--- config.mk ---
export PLATFORM = sky130hd
export DESIGN_NAME = div_sweep_ctrl
export DESIGN_NICKNAME = d
export VERILOG_FILES = /design/src/rtl/div_sweep_pkg.sv /design/src/rtl/div_core.sv /design/src/rtl/div_sweep_ctrl.sv
export SDC_FILE = /design/constraint.sdc
export NUM_CORES = 1
export LEC_CHECK = 0
export CAP_MARGIN = 0
export CORE_MARGIN = 5
export CORE_UTILIZATION = 25
export DETAILED_ROUTE_END_ITERATION = 12
export GPL_ROUTABILITY_DRIVEN = 0
export SETUP_SLACK_MARGIN = 0.05
export SYNTH_ARGS = -nofsm -noshare
export SYNTH_HDL_FRONTEND = slang
export SYNTH_HIERARCHICAL = 1
export SYNTH_SLANG_ARGS = --single-unit
--- constraint.sdc ---
create_clock -name clk -period 9.2 [get_ports clk]
set_input_delay 1.84 -clock clk [delete_from_list [all_inputs] [get_ports clk]]
set_output_delay 1.84 -clock clk [all_outputs]
set_load 0.01 [all_outputs]
--- src/rtl/div_sweep_pkg.sv ---
// Shared types for the frequency-sweep sequencer.
//   state_t : sequencer FSM states
//   DIV_W   : width of a divide value (ratio = div + 1)
//   entry_t : one sweep table entry {div, hold}
// The hold field is sized for the widest supported hold count. Narrower
// builds zero-extend on write, so the unused upper bits are constant.
package div_sweep_pkg;
  localparam int DIV_W      = 5;
  localparam int HOLD_MAX_W = 16;

  typedef enum logic [1:0] {IDLE, LOAD, RUN, DONE} state_t;

  typedef struct packed {
    logic [DIV_W-1:0]      div;
    logic [HOLD_MAX_W-1:0] hold;
  } entry_t;
endpackage

--- src/rtl/div_core.sv ---
// Period counter and waveform generator.
//   clk, reset : system clock, synchronous active-high reset
//   clear      : restart the count at 0 on this edge
//   run        : core produces output in the coming cycle
//   div        : divide value; one period is div+1 clocks
//   out        : registered waveform, low for floor(div/2)+1 clocks, then high
//   period_end : high in the last clock of a period while running
// out is computed from the next count so that the registered value lines up
// with the count it belongs to; it is forced low whenever run is low.
module div_core
  import div_sweep_pkg::*;
(
  input  logic             clk,
  input  logic             reset,
  input  logic             clear,
  input  logic             run,
  input  logic [DIV_W-1:0] div,
  output logic             out,
  output logic             period_end
);

  logic [DIV_W-1:0] cnt;
  logic [DIV_W-1:0] cnt_n;
  logic             active;

  always_comb begin
    cnt_n = cnt + 1'b1;
    if (clear || (cnt == div)) cnt_n = '0;
  end

  assign period_end = active && (cnt == div);

  always_ff @(posedge clk) begin
    if (reset) begin
      cnt    <= '0;
      out    <= 1'b0;
      active <= 1'b0;
    end else begin
      active <= run;
      cnt    <= run ? cnt_n : '0;
      out    <= run && (cnt_n > (div >> 1));
    end
  end

endmodule

--- src/rtl/div_sweep_ctrl.sv ---
// Programmable frequency-sweep sequencer for the variable clock divider.
// A host fills a table of {div, hold} entries; start walks the first
// num_entries entries, running each for hold output periods. Divide changes
// only happen in LOAD, i.e. on a period boundary, so no runt pulses occur.
// Ports:
//   clk, reset     : system clock, synchronous active-high reset
//   wr_en/idx/div/hold : table write port, ignored while busy
//   num_entries    : active entry count, sampled at start (clamped to DEPTH)
//   start, abort   : begin sweep / stop at once (abort has priority)
//   loop           : only with DIV_SWEEP_LOOP_EN; restart at entry 0 after
//                    the last entry instead of finishing
//   out            : divided waveform
//   cur_div/cur_idx: divide value and entry currently applied
//   busy, done     : high in LOAD/RUN; one-cycle pulse on finish or abort
//   dbg_state      : FSM state, for observation
// Valid/ready: there is no handshake; start and wr_en are single-cycle
// strobes accepted only when busy is low, and done is a one-cycle pulse.
// Optional feature macro: DIV_SWEEP_LOOP_EN.
module div_sweep_ctrl
  import div_sweep_pkg::*;
#(
  parameter int DEPTH  = 8,
  parameter int HOLD_W = 8
) (
  input  logic                    clk,
  input  logic                    reset,
  input  logic                    wr_en,
  input  logic [$clog2(DEPTH)-1:0] wr_idx,
  input  logic [DIV_W-1:0]        wr_div,
  input  logic [HOLD_W-1:0]       wr_hold,
  input  logic [$clog2(DEPTH):0]  num_entries,
  input  logic                    start,
  input  logic                    abort,
`ifdef DIV_SWEEP_LOOP_EN
  input  logic                    loop,
`endif
  output logic                    out,
  output logic [DIV_W-1:0]        cur_div,
  output logic [$clog2(DEPTH)-1:0] cur_idx,
  output logic                    busy,
  output logic                    done,
  output state_t                  dbg_state
);

  localparam int IW = $clog2(DEPTH);
  localparam int NW = IW + 1;

  entry_t           tbl [DEPTH];
  entry_t           ent;
  state_t           state, state_n;
  logic [IW-1:0]    idx, idx_n;
  logic [NW-1:0]    n, n_n, n_cl;
  logic [HOLD_W-1:0] rem, rem_n;
  logic [DIV_W-1:0] cur_div_n, core_div;
  logic             ran, ran_n;   // some entry ran in this pass (loop livelock guard)
  logic             loop_go, last, period_end;

`ifdef DIV_SWEEP_LOOP_EN
  assign loop_go = loop;
`else
  assign loop_go = 1'b0;
`endif

  assign ent  = tbl[idx];
  assign last = (({1'b0, idx} + NW'(1)) == n);
  // Counts above DEPTH would never match idx+1, so clamp them.
  assign n_cl = (num_entries > NW'(DEPTH)) ? NW'(DEPTH) : num_entries;
  // The core needs the incoming divide value on the LOAD->RUN edge.
  assign core_div = (state == LOAD) ? ent.div : cur_div;

  always_ff @(posedge clk) begin
    if (wr_en && !busy) tbl[wr_idx] <= '{div: wr_div, hold: HOLD_MAX_W'(wr_hold)};
  end

  always_comb begin
    state_n   = state;
    idx_n     = idx;
    n_n       = n;
    rem_n     = rem;
    ran_n     = ran;
    cur_div_n = cur_div;
    case (state)
      IDLE: begin
        if (!abort && start) begin
          state_n = LOAD;
          idx_n   = '0;
          n_n     = n_cl;
          ran_n   = 1'b0;
        end
      end
      LOAD: begin
        if (abort || (n == '0)) begin
          state_n = DONE;
        end else if (ent.hold != '0) begin
          state_n   = RUN;
          cur_div_n = ent.div;
          rem_n     = HOLD_W'(ent.hold);
          ran_n     = 1'b1;
        end else if (!last) begin
          idx_n = idx + 1'b1;
        end else if (loop_go && ran) begin
          idx_n = '0;
          ran_n = 1'b0;
        end else begin
          state_n = DONE;
        end
      end
      RUN: begin
        if (abort) begin
          state_n = DONE;
        end else if (period_end) begin
          rem_n = rem - 1'b1;
          if (rem == HOLD_W'(1)) begin
            if (!last) begin
              state_n = LOAD;
              idx_n   = idx + 1'b1;
            end else if (loop_go) begin
              state_n = LOAD;
              idx_n   = '0;
              ran_n   = 1'b0;
            end else begin
              state_n = DONE;
            end
          end
        end
      end
      default: state_n = IDLE;  // DONE lasts one cycle
    endcase
  end

  always_ff @(posedge clk) begin
    if (reset) begin
      state   <= IDLE;
      idx     <= '0;
      n       <= '0;
      rem     <= '0;
      ran     <= 1'b0;
      cur_div <= '0;
      busy    <= 1'b0;
      done    <= 1'b0;
    end else begin
      state   <= state_n;
      idx     <= idx_n;
      n       <= n_n;
      rem     <= rem_n;
      ran     <= ran_n;
      cur_div <= cur_div_n;
      busy    <= (state_n == LOAD) || (state_n == RUN);
      done    <= (state_n == DONE);
    end
  end

  assign cur_idx   = idx;
  assign dbg_state = state;

  div_core u_core (
    .clk        (clk),
    .reset      (reset),
    .clear      (state != RUN),
    .run        (state_n == RUN),
    .div        (core_div),
    .out        (out),
    .period_end (period_end)
  );

endmodule

== Word level (Yosys, flattened, before mapping) ==
Memory sizes are Yosys's and may differ from the RTL's. A register that Yosys moved wholly into a read port is not among the register bits.
Cells that the tools add are included.

* Memories: 1
* Input port bits: 25
* Bits in registers: 31
* Output and inout port bits: 13
* Bits in writable memories: 104

{| class="wikitable"
|+ Memories
! name !! words !! bits a word !! read ports !! clocked after Yosys merged registers in !! write ports !! RTL line !! RTL
|-
| tbl || 8 || 13 || 1 || 1 || 1 || div_sweep_ctrl.sv:48 || <nowiki>entry_t tbl [DEPTH];</nowiki>
|}

* Equal/unequal tests: 16
* Add/subtract/negate cells: 4
* Magnitude comparators: 2
* Muxes and demuxes: 29
* Reduce and logical (&&, ||, !) cells: 19
* Bitwise operators: 2

{| class="wikitable"
|+ Operator list
! kind !! count
|-
| 8-bit 2-to-1 mux || 4
|-
| 3-bit 2-to-1 mux || 9
|-
| 2-bit 2-to-1 mux || 8
|-
| 8-bit case mux with 2 select lines || 1
|-
| 16-bit nonzero test || 1
|-
| 2-bit inequality test (second input constant) || 7
|-
| 5-bit 2-to-1 mux || 2
|-
| 3-bit case mux with 3 select lines || 1
|-
| 8-bit by 1-bit == test with 1-bit output (second input constant) || 1
|-
| 8-bit by 1-bit subtractor with 8-bit output (second input constant) || 1
|-
| 7-bit AND reduction || 1
|-
| 2-bit == test (second input constant) || 3
|-
| 2-bit case mux with 3 select lines || 1
|-
| 5-bit by 1-bit adder with 5-bit output (second input constant) || 1
|-
| 5-bit == test || 1
|-
| 5-bit by 4-bit greater-than comparator with 1-bit output || 1
|-
| 5-bit AND reduction || 1
|-
| 3-bit by 1-bit adder with 4-bit output (second input constant) || 1
|-
| 2-bit by 1-bit == test with 1-bit output (second input constant) || 2
|-
| 4-bit == test || 1
|-
| 4-bit greater-than comparator (second input constant) || 1
|-
| 1-bit logical AND || 4
|-
| 4-bit logical NOT || 1
|-
| 4-bit 2-to-1 mux || 1
|-
| other kinds (12) || 17
|}

== Logic depth before layout (Yosys ltp) ==
* Depth after elaboration: 10
* Depth in mapped cells: 21

== Modules after synthesis ==
The synthesis kept the hierarchy.

{| class="wikitable"
|+ Modules (own cells, without submodules)
! module !! area each (um2) !! cells each !! instances
|-
| div_sweep_ctrl || 5766.8 || 400 || 1
|-
| div_core || 440.4 || 50 || 1
|}

== Worst setup path before layout ==
OpenSTA, ideal clock, no wires.

* Path type: register to register
* Start: reg with a tool-made name
* End: reg u_core.out
* Cell stages (with the launch flop): 22
* Clock period less this slack: 3.869 ns
* Setup time: 0.140 ns
* Arrival time: 3.729 ns
* Slack: 5.331 ns
* Data required time: 9.060 ns
* Cells stage by stage: dfxtp_1 > buf_6 > buf_2 > buf_2 > mux4_2 > mux2i_1 > a21oi_1 > xnor2_1 > nand2_1 > nor4_1 > and2_1 > inv_1 > nor2_1 > o21ai_0 > a21oi_1 > o221ai_1 > nor2b_1 > ha_1 > nand2b_1 > inv_1 > o21ai_0 > o32ai_1

{| class="wikitable"
|+ RTL lines
! element !! RTL line !! RTL
|-
| end signal: assignment || div_core.sv:41 || <nowiki>out <= run && (cnt_n > (div >> 1));</nowiki>
|-
| end: declaration || div_core.sv:18 || <nowiki>output logic out,</nowiki>
|}

==> flow_summary.html <==
<table>
<tr><th>Metric</th><th>Value</th></tr>
<tr><th colspan="2">Min path</th></tr>
<tr><td>Cells on Worst Hold Path</td><td>2</td></tr>
<tr><td>Hold crit path type</td><td>flop to flop</td></tr>
<tr><td>Worst Min Path Start</td><td>cur_div[3]</td></tr>
<tr><td>Worst min-delay path endpoint</td><td>cur_div[3]</td></tr>
<tr><th colspan="2">Drt</th></tr>
<tr><td>Sum of routed wire length over all layers</td><td>13400 um</td></tr>
<tr><td>Detailed router's first-iteration violation count</td><td>225</td></tr>
<tr><td>Number of vias per cell after detailed routing</td><td>4.546</td></tr>
<tr><td>Vias post-DR</td><td>3796</td></tr>
<tr><td>DRC Markers</td><td>0</td></tr>
<tr><td>WL/cell</td><td>16.05 um</td></tr>
<tr><td>Detailed-router iteration count before antenna repair</td><td>5</td></tr>
<tr><td>Post-DRT Antenna Nets</td><td>0</td></tr>
<tr><th colspan="2">Global routing</th></tr>
<tr><td>Initial antenna violation count</td><td>0</td></tr>
<tr><td>Global-route wire length before repair</td><td>approximately 21000 um</td></tr>
<tr><td>Grt total ovfl</td><td>0</td></tr>
<tr><td>Largest net degree at the start of global routing</td><td>between 40 and 50</td></tr>
<tr><td>GRT Util Overall</td><td>9.776%</td></tr>
<tr><td>Number of global-route vias before repair</td><td>3872</td></tr>
<tr><th colspan="2">Floorplan</th></tr>
<tr><td>Floorplan die width</td><td>167.6 um</td></tr>
<tr><td>Total core area</td><td>about 24000 um2</td></tr>
<tr><td>I/O pins</td><td>38</td></tr>
<tr><td>Initial core utilization</td><td>25.45%</td></tr>
<tr><td>Overall die height</td><td>167.6 um</td></tr>
<tr><td>Rows</td><td>between 50 and 60</td></tr>
<tr><td>Die area</td><td>approximately 28000 um2</td></tr>
<tr><th colspan="2">STA</th></tr>
<tr><td>Share of the clock period used by the worst path after layout</td><td>between 40 and 50%</td></tr>
<tr><td>Min setup slack post-route</td><td>4979 ps</td></tr>
<tr><td>Relative slew slack</td><td>14.13%</td></tr>
<tr><td>Slew at the pin closest to its max-slew limit</td><td>1275 ps</td></tr>
<tr><td>Final critical path time including I/O delays and setup</td><td>4221 ps</td></tr>
<tr><td>Number of max-slew violations in the final report</td><td>0</td></tr>
<tr><td>Setup repair after global routing missed its margin</td><td>false</td></tr>
<tr><td>Final hold vios</td><td>0</td></tr>
<tr><td>Setup violations, final</td><td>0</td></tr>
<tr><td>Final total negative setup slack</td><td>0 ps</td></tr>
<tr><td>F_max</td><td>~240 MHz</td></tr>
<tr><td>Clock skew after layout</td><td>~10 ps</td></tr>
<tr><th colspan="2">Power</th></tr>
<tr><td>Peak ir drop on the vdd network</td><td>132.3 uV</td></tr>
<tr><td>Static leakage</td><td>around 2.4 nW</td></tr>
<tr><td>Total power divided by cell area</td><td>266.3 nW/um2</td></tr>
<tr><td>Sum of internal, switching and leakage power</td><td>2.013 mW</td></tr>
<tr><th colspan="2">Synthesis</th></tr>
<tr><td>Ranking of synthesized cells by area</td><td>sky130_fd_sc_hd__edfxtp_1 50%, sky130_fd_sc_hd__dfxtp_1 11%, sky130_fd_sc_hd__mux4_2 6.5%</td></tr>
<tr><td>Per-instance average area after synthesis</td><td>13.79 um2</td></tr>
<tr><td>Most instantiated library cell after synthesis</td><td>sky130_fd_sc_hd__edfxtp_1</td></tr>
<tr><td>Yosys warns</td><td>6</td></tr>
<tr><td>EDFF count, synth</td><td>104</td></tr>
<tr><td>Primary flip-flop cell chosen by synthesis mapping</td><td>sky130_fd_sc_hd__edfxtp_1</td></tr>
<tr><td>Sequential-to-total area share from yosys stat</td><td>~60%</td></tr>
<tr><td>Cell type with the largest total area after synthesis</td><td>sky130_fd_sc_hd__edfxtp_1</td></tr>
<tr><td>Most used standard cells in the synthesized netlist</td><td>104 x sky130_fd_sc_hd__edfxtp_1, 34 x sky130_fd_sc_hd__dfxtp_1, 32 x sky130_fd_sc_hd__nor2_1</td></tr>
<tr><td>Asr flop ratio synth</td><td>0%</td></tr>
<tr><td>Count of mapped cells out of synthesis</td><td>450</td></tr>
<tr><td>Syn Std Cell Area</td><td>about 6200 um2</td></tr>
<tr><td>Nets in the synthesized netlist</td><td>489</td></tr>
<tr><td>Flop and latch count out of synthesis</td><td>138</td></tr>
<tr><td>Synth top area share</td><td>between 50 and 60%</td></tr>
<tr><td>Library cells used by synthesis</td><td>65</td></tr>
<tr><th colspan="2">Finish</th></tr>
<tr><td>Proportion of layout cells with a drive suffix above 1</td><td>around 17%</td></tr>
<tr><td>Area growth from synthesis to final layout</td><td>21.73%</td></tr>
<tr><td>Final-stage net count</td><td>537</td></tr>
<tr><td>Diodes inserted</td><td>0</td></tr>
<tr><th colspan="2">Clock tree</th></tr>
<tr><td>CTS Sinks</td><td>138</td></tr>
<tr><td>Number of hold-repair buffers added at the cts stage</td><td>0</td></tr>
<tr><td>Clock slew at reported path FFs</td><td>60 ps</td></tr>
<tr><td>Resized Gates After CTS</td><td>0</td></tr>
<tr><td>Clock tree from TritonCTS</td><td>done</td></tr>
<tr><td>Number of buffers inserted during clock tree synthesis</td><td>17</td></tr>
<tr><td>Maximum number of buffers from clock root to sink</td><td>2</td></tr>
<tr><td>Number of setup buffers added after CTS</td><td>0</td></tr>
<tr><td>Number of H-tree branching levels</td><td>4</td></tr>
<tr><td>Clock root buffer master</td><td>sky130_fd_sc_hd__clkbuf_16</td></tr>
<tr><td>Worst skew pair latency</td><td>420 ps</td></tr>
<tr><th colspan="2">Setup path</th></tr>
<tr><td>Arrival @ worst endpoint</td><td>4560 ps</td></tr>
<tr><td>R2r setup slk</td><td>4980 ps</td></tr>
<tr><td>Class of the most critical setup path</td><td>flop to flop</td></tr>
<tr><td>R2r endpoint</td><td>rem[6]</td></tr>
<tr><td>Number of cells on the worst reg-to-reg path</td><td>12</td></tr>
<tr><td>Maximum fanout count along the critical path</td><td>40</td></tr>
<tr><td>Category of the worst setup path launch point</td><td>flop</td></tr>
<tr><td>Endpoint class of the critical path</td><td>flop</td></tr>
<tr><td>Worst endpoint required time</td><td>approximately 9500 ps</td></tr>
<tr><th colspan="2">Status</th></tr>
<tr><td>Status</td><td>finished clean</td></tr>
<tr><th colspan="2">Run</th></tr>
<tr><td>Max-capacitance violation count</td><td>0</td></tr>
<tr><th colspan="2">Placement</th></tr>
<tr><td>Pre-CTS setup slack</td><td>5000 ps</td></tr>
<tr><td>Port buffer count</td><td>37</td></tr>
<tr><td>Post-detail-place hpwl</td><td>8927 um</td></tr>
</table>
[sequential cells by signal (all words and copies together), names as in the netlist, named ones only]
name / count
cur_idx: 3
dbg_state: 2
rem: 8
busy: 1
cur_div: 5
n: 4
u_core/cnt: 5
tbl: 104
done: 1
u_core/out: 1
u_core/active: 1
[how the worst max path moves through the flow]
stage / slack (ps) / start / to / depth (start not counted)
after detailed placement: 5000 / flop / rem[6] / 12
final: 4980 / flop / rem[6] / 12
after floorplan: 5330 / flop / u_core/out / 21
after global placement: 5120 / flop / u_core/out / 18
after CTS: 4990 / flop / rem[6] / 12
after global routing: 4580 / flop / rem[3] / 13
[report_power, final]
group	internal (mW)	switching, mW	total [mW]
combinational	0.235	0.327	0.562
sequential	0.721	0.0368	0.757
clock	0.430	0.263	0.693
total	1.39	0.627	2.01
[per-stage QoR]
step	cells	util [%]	hold WS (ps)	instance area, um2
final	835	30.98	505.8	7556
after detailed placement	803	28.52	505.4	6955
after CTS	835	30.98	513.0	7556
after global placement	803	28.52	487.6	6955
after floorplan	450	-	470.9	6207
after global routing	835	30.98	545.0	7556
[per-layer routing]
| metal | vias up | track usage [%] | share of wire (%) |
|---|---|---|---|
| li1 | 1824 | - | - |
| met1 | 1847 | 13.29 | 48 |
| met2 | 110 | 14.80 | 45 |
| met3 | 15 | 3.230 | 5.6 |
| met4 | 0 | 3.105 | 1.2 |
| met5 | - | 0 | 0 |
[placed cells by master, fill, tap and decap left out, types with 4 or more instances in the layout]
cell type                           n
sky130_fd_sc_hd__o21ai_0           16
sky130_fd_sc_hd__nand2b_1           6
sky130_fd_sc_hd__o31ai_1            7
sky130_fd_sc_hd__nor3b_1            5
sky130_fd_sc_hd__ha_1              14
sky130_fd_sc_hd__edfxtp_1         104
sky130_fd_sc_hd__a21oi_1           27
sky130_fd_sc_hd__clkbuf_16         17
sky130_fd_sc_hd__nor4_1             5
sky130_fd_sc_hd__dfxtp_1           33
sky130_fd_sc_hd__mux4_2            18
sky130_fd_sc_hd__nand2_1           17
sky130_fd_sc_hd__mux2_2             9
sky130_fd_sc_hd__clkdlybuf4s50_1   37
sky130_fd_sc_hd__xor2_1             6
sky130_fd_sc_hd__nand3_1           13
sky130_fd_sc_hd__nand3b_1           4
sky130_fd_sc_hd__inv_1             19
sky130_fd_sc_hd__nor2_1            31
sky130_fd_sc_hd__mux2i_1           17
sky130_fd_sc_hd__nor3_1            13
sky130_fd_sc_hd__buf_4             11
sky130_fd_sc_hd__xnor2_1            5
[critical path: stages, from the launching register on]
cell and delay, ps:
sky130_fd_sc_hd__dfxtp_2 310, sky130_fd_sc_hd__buf_4 440, sky130_fd_sc_hd__mux4_2 570, sky130_fd_sc_hd__mux2i_1 350, sky130_fd_sc_hd__a21oi_1 150, sky130_fd_sc_hd__xor2_1 220
sky130_fd_sc_hd__nor4_1 310, sky130_fd_sc_hd__and2_1 200, sky130_fd_sc_hd__nand2b_1 90, sky130_fd_sc_hd__a21oi_1 230, sky130_fd_sc_hd__o21ai_0 480, sky130_fd_sc_hd__or3_1 550
sky130_fd_sc_hd__a221oi_2 240
[area by class of cell]
| cell class | count | area, um2 |
|---|---|---|
| clock inverters | 12 | 163.9 |
| flip-flops and latches | 138 | 3805 |
| fillers | 2435 | 16830 |
| inverters | 20 | 75.07 |
| well taps | 324 | 405.4 |
| multi-input cells | 273 | 2217 |
| repair buffers | 48 | 452.9 |
| clock buffers | 20 | 436.7 |
[kinds of logic (layout without fill, tap and decap cells)]
group                    after synthesis  after routing  synth area share [%]
adder cells (fa/ha/maj)               14             14                 2.822
XOR/XNOR                              11             11                 1.552
multiplexers                          46             46                 11.27
flip-flops                           138            138                 61.28
AND/OR/NAND/NOR                      120            120                 10.26
buffers and inverters                 39            100                 3.205
AO/OA/AOI/OAI                         82             82                 9.615
Power figures use the tool's default switching activity.
